<file path="src/rtl/gpu_bus_mem_scheduler.sv">
// gpu_bus_mem_scheduler
//   Bus-mode scheduler between the GPU pixel-pipeline requesters and the single
//   DDR command/data port. One requester is granted at a time by fixed priority
//   (BG read > CLUT L > CLUT R > TEX L > TEX R > BG write). BG write is promoted
//   to the top once it has watched WR_STARVE_MAX other grants go by. The grant
//   becomes one DDR burst command; returned beats are counted and routed to the
//   granted requester together with its completion strobe.
//
// Ports
//   gpuClk, i_nRst              clock, synchronous active-low reset
//   i_fifoModeActive            FIFO mode owns DDR: no new grants
//   requTexCacheUpdateL/R, adrTexCacheUpdateL/R (17b)    TEX$ miss requests
//   updateTexCacheCompleteL/R, adrTexCacheWrite, TexCacheWrite, TexCacheData
//   requClutCacheUpdateL/R, adrClutCacheUpdateL/R (15b)  CLUT$ miss requests
//   updateClutCacheCompleteL/R, ClutCacheWrite, ClutWriteIndex, ClutCacheData
//   bgRequest, bgRequestAdr     BG read request; validbgPixel, bgPixel
//   bgWriteRequest, write32, bgWriteAdr, pixelValid      BG write; writePixelDone
//   o_memCmd*, i_memCmdReady    DDR command channel
//   o_memWriteData/Mask         DDR write data and byte enables
//   i_memReadValid/Data         DDR read beats
//   o_busy                      scheduler not idle
module gpu_bus_mem_scheduler #(
    parameter int WR_STARVE_MAX = 15
) (
    input  logic        gpuClk,
    input  logic        i_nRst,
    input  logic        i_fifoModeActive,
    input  logic        requTexCacheUpdateL,
    input  logic        requTexCacheUpdateR,
    input  logic [16:0] adrTexCacheUpdateL,
    input  logic [16:0] adrTexCacheUpdateR,
    output logic        updateTexCacheCompleteL,
    output logic        updateTexCacheCompleteR,
    output logic [16:0] adrTexCacheWrite,
    output logic        TexCacheWrite,
    output logic [63:0] TexCacheData,
    input  logic        requClutCacheUpdateL,
    input  logic        requClutCacheUpdateR,
    input  logic [14:0] adrClutCacheUpdateL,
    input  logic [14:0] adrClutCacheUpdateR,
    output logic        updateClutCacheCompleteL,
    output logic        updateClutCacheCompleteR,
    output logic        ClutCacheWrite,
    output logic [6:0]  ClutWriteIndex,
    output logic [31:0] ClutCacheData,
    input  logic        bgRequest,
    input  logic [17:0] bgRequestAdr,
    output logic        validbgPixel,
    output logic [31:0] bgPixel,
    input  logic        bgWriteRequest,
    input  logic [31:0] write32,
    input  logic [17:0] bgWriteAdr,
    input  logic [1:0]  pixelValid,
    output logic        writePixelDone,
    output logic        o_memCmdValid,
    input  logic        i_memCmdReady,
    output logic        o_memCmdWrite,
    output logic [17:0] o_memCmdAdr,
    output logic [3:0]  o_memCmdBeats,
    output logic [31:0] o_memWriteData,
    output logic [3:0]  o_memWriteMask,
    input  logic        i_memReadValid,
    input  logic [31:0] i_memReadData,
    output logic        o_busy
);

    typedef enum logic [1:0] {IDLE, CMD, DATA, DONE} state_t;
    typedef enum logic [2:0] {
        REQ_BGRD, REQ_CLUTL, REQ_CLUTR, REQ_TEXL, REQ_TEXR, REQ_BGWR
    } requester_t;

    localparam logic [7:0] STARVE_LIMIT = 8'(WR_STARVE_MAX);

    state_t     state, stateNext;
    requester_t grant, winner;

    // Command latched at grant time; requester inputs are not looked at again.
    logic [17:0] cmdAdr;
    logic [3:0]  cmdBeats;
    logic        cmdWrite;
    logic [31:0] wrData;
    logic [3:0]  wrMask;
    logic [3:0]  beatCnt;
    logic [31:0] texBeat0;
    logic [7:0]  starveCnt;

    logic        anyRequest, grantNow;
    logic [17:0] winAdr;
    logic [3:0]  winBeats;
    logic        winWrite;
    logic [3:0]  winMask;

    assign anyRequest = bgRequest | requClutCacheUpdateL | requClutCacheUpdateR |
                        requTexCacheUpdateL | requTexCacheUpdateR | bgWriteRequest;
    assign grantNow   = (state == IDLE) && !i_fifoModeActive && anyRequest;

    // Arbitration and command mapping of the would-be winner.
    // NOTE: every always_comb output gets a default first, so no path leaves a latch.
    always_comb begin
        winner   = REQ_BGWR;
        winAdr   = bgWriteAdr;
        winBeats = 4'd1;
        winWrite = 1'b0;
        winMask  = 4'b0000;
        if (bgWriteRequest && starveCnt >= STARVE_LIMIT) winner = REQ_BGWR;
        else if (bgRequest)                              winner = REQ_BGRD;
        else if (requClutCacheUpdateL)                   winner = REQ_CLUTL;
        else if (requClutCacheUpdateR)                   winner = REQ_CLUTR;
        else if (requTexCacheUpdateL)                    winner = REQ_TEXL;
        else if (requTexCacheUpdateR)                    winner = REQ_TEXR;
        case (winner)
            REQ_BGRD:  winAdr = bgRequestAdr;
            REQ_CLUTL: begin winAdr = {adrClutCacheUpdateL, 3'b000}; winBeats = 4'd8; end
            REQ_CLUTR: begin winAdr = {adrClutCacheUpdateR, 3'b000}; winBeats = 4'd8; end
            REQ_TEXL:  begin winAdr = {adrTexCacheUpdateL, 1'b0};    winBeats = 4'd2; end
            REQ_TEXR:  begin winAdr = {adrTexCacheUpdateR, 1'b0};    winBeats = 4'd2; end
            default: begin
                winWrite = 1'b1;
                winMask  = {pixelValid[1], pixelValid[1], pixelValid[0], pixelValid[0]};
            end
        endcase
    end

    always_comb begin
        stateNext = state;
        case (state)
            // A write with no enabled pixel never touches DDR.
            IDLE: if (grantNow) stateNext = (winWrite && winMask == 4'b0000) ? DONE : CMD;
            CMD:  if (i_memCmdReady) stateNext = cmdWrite ? DONE : DATA;
            DATA: if (i_memReadValid && beatCnt == cmdBeats - 4'd1) stateNext = DONE;
            default: stateNext = IDLE;
        endcase
    end

    // NOTE: sequential state uses non-blocking assignments only, so every
    // register here sees the pre-edge value of every other one.
    always_ff @(posedge gpuClk) begin
        if (!i_nRst) begin
            // NOTE: datapath registers are reset as well, so nothing captured
            // before reset can reach an output afterwards.
            state     <= IDLE;
            grant     <= REQ_BGRD;
            cmdAdr    <= '0;
            cmdBeats  <= '0;
            cmdWrite  <= 1'b0;
            wrData    <= '0;
            wrMask    <= '0;
            beatCnt   <= '0;
            texBeat0  <= '0;
            starveCnt <= '0;
        end else begin
            state <= stateNext;
            if (grantNow) begin
                grant    <= winner;
                cmdAdr   <= winAdr;
                cmdBeats <= winBeats;
                cmdWrite <= winWrite;
                wrData   <= winWrite ? write32 : 32'd0;
                wrMask   <= winMask;
                beatCnt  <= '0;
            end
            if (state == DATA && i_memReadValid) begin
                beatCnt <= beatCnt + 4'd1;
                if (beatCnt == 4'd0) texBeat0 <= i_memReadData;
            end
            if (!bgWriteRequest)
                starveCnt <= '0;
            else if (grantNow) begin
                if (winner == REQ_BGWR)    starveCnt <= '0;
                else if (starveCnt != 8'hFF) starveCnt <= starveCnt + 8'd1;
            end
        end
    end

    logic inCmd, beatHere, grantClut, grantTex, clutBeat, texWrite;

    assign inCmd     = (state == CMD);
    assign beatHere  = (state == DATA) && i_memReadValid;
    assign grantClut = (grant == REQ_CLUTL) || (grant == REQ_CLUTR);
    assign grantTex  = (grant == REQ_TEXL)  || (grant == REQ_TEXR);
    assign clutBeat  = beatHere && grantClut;
    assign texWrite  = beatHere && grantTex && (beatCnt == 4'd1);

    assign o_busy         = (state != IDLE);
    assign o_memCmdValid  = inCmd;
    assign o_memCmdWrite  = inCmd && cmdWrite;
    assign o_memCmdAdr    = inCmd ? cmdAdr   : 18'd0;
    assign o_memCmdBeats  = inCmd ? cmdBeats : 4'd0;
    assign o_memWriteData = (inCmd && cmdWrite) ? wrData : 32'd0;
    assign o_memWriteMask = (inCmd && cmdWrite) ? wrMask : 4'd0;

    assign validbgPixel = beatHere && (grant == REQ_BGRD);
    assign bgPixel      = validbgPixel ? i_memReadData : 32'd0;

    // CLUT block address bits [3:0] sit at cmdAdr[6:3] after the 3-bit beat shift.
    assign ClutCacheWrite           = clutBeat;
    assign ClutWriteIndex           = clutBeat ? {cmdAdr[6:3], beatCnt[2:0]} : 7'd0;
    assign ClutCacheData            = clutBeat ? i_memReadData : 32'd0;
    assign updateClutCacheCompleteL = clutBeat && (grant == REQ_CLUTL) && (beatCnt == 4'd7);
    assign updateClutCacheCompleteR = clutBeat && (grant == REQ_CLUTR) && (beatCnt == 4'd7);

    // The chunk address is cmdAdr without the appended zero bit.
    assign TexCacheWrite           = texWrite;
    assign TexCacheData            = texWrite ? {i_memReadData, texBeat0} : 64'd0;
    assign adrTexCacheWrite        = texWrite ? cmdAdr[17:1] : 17'd0;
    assign updateTexCacheCompleteL = texWrite && (grant == REQ_TEXL);
    assign updateTexCacheCompleteR = texWrite && (grant == REQ_TEXR);

    assign writePixelDone = (state == DONE) && cmdWrite;

endmodule

</file>
<file path="config.mk">
export PLATFORM = sky130hd
export DESIGN_NAME = gpu_bus_mem_scheduler
export DESIGN_NICKNAME = d
export VERILOG_FILES = /design/src/rtl/gpu_bus_mem_scheduler.sv
export SDC_FILE = /design/constraint.sdc
export NUM_CORES = 1
export LEC_CHECK = 0
export CORE_AREA = 3 3 153 155
export CTS_CLUSTER_SIZE = 40
export DETAILED_ROUTE_END_ITERATION = 16
export DIE_AREA = 0 0 156 158
export DONT_BUFFER_PORTS = 1
export HOLD_SLACK_MARGIN = 0.08
export SLEW_MARGIN = 20
export SYNTH_ARGS = -nofsm -noshare
export SYNTH_HDL_FRONTEND = slang
export SYNTH_SLANG_ARGS = --single-unit
</file>
<file path="constraint.sdc">
create_clock -name gpuClk -period 3.8 [get_ports gpuClk]
set_input_delay 0.38 -clock gpuClk [delete_from_list [all_inputs] [get_ports gpuClk]]
set_output_delay 0.38 -clock gpuClk [all_outputs]
set_load 0.005 [all_outputs]
</file>
# == After elaboration in Yosys (flattened, before gate mapping) ==
# Cells that the tools add are included.
# op_classes
n_addsub,3
magnitude_cmp,1
eq_ne,19
n_mux,30
n_bitwise,5
reduce_logical,36
# op_table
operator,count
$mux 32,4
$pmux 18 s5,1
$mux 64,1
$mux 4,5
$logic_and 1x1->1,18
$mux 18,1
$mux 17,1
$mux 8,2
$mux 3,5
$eq 3x2->1 const B,4
$eq 3x3->1 const B,3
$add 8x1->8 const B,1
$ge 8x4->1 const B,1
$logic_not 4->1,2
$mux 2,4
$ne 8x8->1 const B,1
$pmux 4 s2,1
$mux 7,1
$eq 3x1->1 const B,2
$logic_not 3->1,2
$ne 2x2->1 const B,3
$pmux 2 s3,1
$reduce_and 2->1,3
$reduce_bool 2->1,3
other kinds (15),24
# word_totals
regBits,108
input_bits,177
out_inout_bits,221
word_cells,104

# == Depth between registers and ports, before layout ==
# logic_depth
depth_word,14
ltp_mapped,9
ltp_nobuf,7

# == Least setup slack after synthesis ==
# OpenSTA, ideal clock, no wires.
# synth_path
path_kind,flip-flop to output port
from,reg state[0]
to,out adrTexCacheWrite[10]
t_arrival_ns,1.835
required_time_ns,3.420
slack_ns,1.585
stages_incl_launch_ff,9
n_path_buf,2
cell_sequence,dfxtp_1 inv_1 ha_1 and2_1 clkbuf_1 nand3_1 a21oi_1 clkbuf_1 and2_1
# synth_via
elab_chain_len,5
# synth_rtl
element,line,rtl
from (decl),74,"state_t state, stateNext;"
from (signal assigned),152,state <= stateNext;
$eq 2x2->1,178,assign beatHere = (state == DATA) && i_memReadValid;
$logic_and 1x1->1,178,
$logic_and 1x1->1 (2 in a row),182,assign texWrite = beatHere && grantTex && (beatCnt == 4'd1);
via TexCacheWrite,35,"output logic TexCacheWrite,"
$mux 17,205,assign adrTexCacheWrite = texWrite ? cmdAdr[17:1] : 17'd0;
to (decl),34,"output logic [16:0] adrTexCacheWrite,"
# The timed path passes the listed nets, and every way through them passes these cells.

# == Final worst setup path ==
# layout_path
from,reg state[1]
to,out TexCacheData[59]
# layout_via
elab_chain_len,5
# layout_rtl
element,line,rtl
$eq 2x2->1,178,
$logic_and 1x1->1,178,
$logic_and 1x1->1 (2 in a row),182,
via TexCacheWrite,35,
$mux 64,204,"assign TexCacheData = texWrite ? {i_memReadData, texBeat0} : 64'd0;"
to (decl),36,"output logic [63:0] TexCacheData,"
# The timed path passes the listed nets, and every way through them passes these cells.

==> impl_metrics.csv <==
group,metric,value,unit
logic_synthesis,yosys.area_share.adder,1.86,%
logic_synthesis,syn_nets,1027,
critical_path,path_delay_family,"simple AND/OR/NAND/NOR gates",
die,io_pins,398,
logic_synthesis,synthCells,840,
sta,relSlewSlack,26.1,%
logic_synthesis,synth-edff-count,0,
clock_tree,cts_buffers,9,
clock_tree,ctsHoldBuffers,0,
route,vias,6031,
route,wl,23.4,mm
logic_synthesis,yosysUniqueCellTypes,60,
critical_path,crit_type,"flop to primary output",
clock_tree,cts_buffer_depth,2,
sta,finalSetupViolCount,0,
sta,hold_viol,0,
global_route,gr-total-overflow,0,
sta,grt_setup_unrepaired,"no",
critical_path,crit_buf_inv,1,
logic_synthesis,synth_area_per_cell,7.99,µm²
power,intPower,0.00198,W
layout,drive_gt1_share,7.87,%
sta,post-route-period-util,83.2,%
clock_tree,cts_tree,"built",
global_route,first_global_vias,5329,
clock_tree,htree_levels,3,
global_route,grt_pass1_wl,33.5,mm
clock_tree,cts.sinks,105,
power,power_leakage,2.53,nW
logic_synthesis,synthXorXnorAreaFrac,0.783,%
sta,skew,0.0102,ns
logic_synthesis,synthArstFlopShare,0,%
clock_tree,cts_root_buf,"clkbuf_16",
placed_design,io_buffers,0,
clock_tree,clk_pin_slew,0.08,ns
global_route,grt_usage,17.7,%
sta,worstMarginPinSlew,1.11,ns
outcome,status,"finished clean",
power,power_frac_clock,31.2,%
global_route,met3_usage,4.51,%
power,sw_frac_of_total,34.8,%
route,ant_nets,0,
die,die_w,156,µm
die,dieArea,24600,µm²
power,vdd_drop_max,0.201,mV
critical_path,critical_path_required,3.42,ns
critical_path,critPathLaunchType,"flop",
die,placeableCoreArea,22000,µm²
job,drv_cap,0,
route,dr.pass1.iters,5,
logic_synthesis,synthSimpleGateAreaFrac,35.7,%
logic_synthesis,synth.area.mux_share,0.466,%
sta,slew_viol_final,0,
layout,final_net_count,970,
route,drc,0,
logic_synthesis,ys.flop_type,"dfxtp_1",
global_route,grt_use_met2,28.4,%
global_route,antenna_found_initial,0,
route,first_iter_violations,467,
critical_path,crit_arrival,2.78,ns
critical_path,cp_cell_sequence,"ha_1, and2_1, nand3_1, a21oi_4, buf_4, and2_1",
clock_tree,cts_setup_buffers,0,
layout,fin_area,7120,µm²
logic_synthesis,ys_seq_area_share,31.3,%
power,p_per_area,427,nW/µm²
global_route,top_usage_layer,"met2",
clock_tree,ctsResizeCount,0,
global_route,met1_usage,23.8,%
logic_synthesis,yosysWarnings,0,
sta,period_needed,3.16,ns
power,seqPwrFrac,42.7,%
clock_tree,clk_latency,0.36,ns
critical_path,worst_path_most_repeated_cell,"and2_1",
placed_design,gp_congestion,0.918,
power,p_sw,0.00106,W
power,pwr-share-comb,26.1,%
die,fp-row-count,54,
worst_hold_path,hold_class,"input pin to flop",
sta,fmaxAchievable,0.316,GHz
logic_synthesis,synth_top_family_by_area,"simple AND/OR/NAND/NOR gates",
logic_synthesis,synth_compound_area_share,23.6,%
layout,area_growth,6.14,%
critical_path,cp_slowest_cell,"a21oi_4",
sta,setup_tns,0,ns
die,start_util,30.6,%
critical_path,end_kind,"primary output",
layout,antenna_cells,0,
logic_synthesis,ys_ff_latch,105,
placed_design,hpwl,17.4,mm
critical_path,worst-path-max-fanout,51,
placed_design,placed_area,6820,µm²
die,fp.dieH,158,µm
route,vias_per_cell,5.65,
route,wl_per_cell,21.9,µm
global_route,grt_max_degree,102,
critical_path,cpPeakStageDelay,0.60,ns
logic_synthesis,synthesis.area,6710,µm²
per-stage QoR:
step / instances / util (%) / worst slack [ns] / power, W / hold slack [ns]
3_5_place_dp: 1052 / 31.1 / 1.04 / 0.00211 / 0.452
3_3_place_gp: 1052 / 31.1 / 1.12 / 0.00210 / 0.446
5_1_grt: 1068 / 32.4 / 0.409 / 0.00323 / 0.149
2_1_floorplan: 840 / - / 1.59 / 0.00192 / 0.439
6_report: 1068 / 32.4 / 0.639 / 0.00304 / 0.161
4_1_cts: 1068 / 32.4 / 0.640 / 0.00308 / 0.141
cell type report:
type / instances / area (µm²)
clock buffer: 12 / 236
clock inverter: 4 / 52.6
fill: 2328 / 14800
inverter: 12 / 45.0
multi-input combinational: 642 / 4240
sequential: 105 / 2100
tap: 280 / 350
timing repair buffer: 13 / 97.6
final timing paths:
check / from / end / slack [ns] / cells after the start
min: i_memReadData[13] / texBeat0[13] / 0.16 / 2
min reg2reg: texBeat0[28] / texBeat0[28] / 0.46 / 2
max: state[1] / TexCacheData[59] / 0.64 / 6
max reg2reg: state[1] / wrData[24] / 1.03 / 7
flip-flops by register name, indices dropped and copies added (netlist names):
signal     cells
starveCnt      8
grant          3
cmdAdr        18
wrMask         2
texBeat0      32
wrData        32
cmdWrite       1
state          2
beatCnt        4
cmdBeats       3
cells in the final DEF (no fill, tap or decap), types with 12 or more instances in the layout:
| cell | count |
|---|---|
| and3_1 | 36 |
| and2_1 | 174 |
| nand3_1 | 13 |
| nor2_1 | 24 |
| a221o_1 | 15 |
| a21boi_0 | 35 |
| nor3b_1 | 19 |
| nand2_1 | 80 |
| o21a_1 | 15 |
| a22oi_1 | 36 |
| o21ai_0 | 43 |
| nor2b_1 | 34 |
| nor3_1 | 16 |
| inv_1 | 12 |
| dfxtp_1 | 104 |
| buf_4 | 13 |
cells in the mapped netlist, types with 2 or more instances:
master	number	share of area [%]
nor2b_1	34	3.2
a221oi_1	8	1.0
and2_1	174	16
mux2i_1	2	0.30
o21a_1	15	1.7
a221o_1	15	2.2
o211ai_1	2	0.22
a31oi_1	2	0.19
nand3_1	13	0.97
buf_2	12	0.90
nor2_1	24	1.3
a41oi_1	3	0.39
clkbuf_1	58	3.2
inv_1	12	0.67
nand2_1	80	4.5
a21boi_0	35	3.9
nor3b_1	19	2.1
ha_1	10	1.9
nand4_1	2	0.19
a211oi_1	7	0.78
a221oi_2	8	1.8
and3_1	36	3.4
o21ai_0	43	3.2
nor3_1	17	1.3
a21oi_1	10	0.75
dfxtp_1	105	31
xor2_1	3	0.39
xnor2_1	3	0.39
nor4_1	5	0.47
nor2_2	2	0.19
nand2b_1	2	0.19
buf_6	3	0.50
a211oi_2	8	1.5
buf_4	7	0.78
a22oi_1	36	4.0
worst register-to-register path, stage by stage, from the launching register on:
cell and delay [ns]:
dfxtp_1 0.42, inv_1 0.09, ha_1 0.22, nand2b_1 0.53, a21o_2 0.65, buf_4 0.48
a22oi_1 0.18, nor2b_1 0.13
cells by family (layout without fill, tap and decap cells):
family | Yosys count | count (layout)
AO/OA/AOI/OAI | 204 | 204
XOR/XNOR | 6 | 6
adder cells (fa/ha/maj) | 10 | 10
buffers and inverters | 93 | 41
flip-flops | 105 | 105
multiplexers | 3 | 3
other | 1 | 1
AND/OR/NAND/NOR | 418 | 418
per-layer routing:
layer	share of wire [%]	wire, µm
met5	0	0
met4	1.5	344
met1	42	9850
met2	48	11200
met3	8.8	2050
power by group through the flow:
| stage | registers, W | clock network, W | logic (W) |
|---|---|---|---|
| floorplan | 0.00128 | 0 | 0.000642 |
| global placement | 0.00132 | 0 | 0.000779 |
| detailed placement | 0.00132 | 0 | 0.000791 |
| CTS | 0.00129 | 0.000993 | 0.000793 |
| global route | 0.00131 | 0.00103 | 0.000887 |
| finish | 0.00130 | 0.000947 | 0.000793 |
Power figures use the tool's default switching activity.
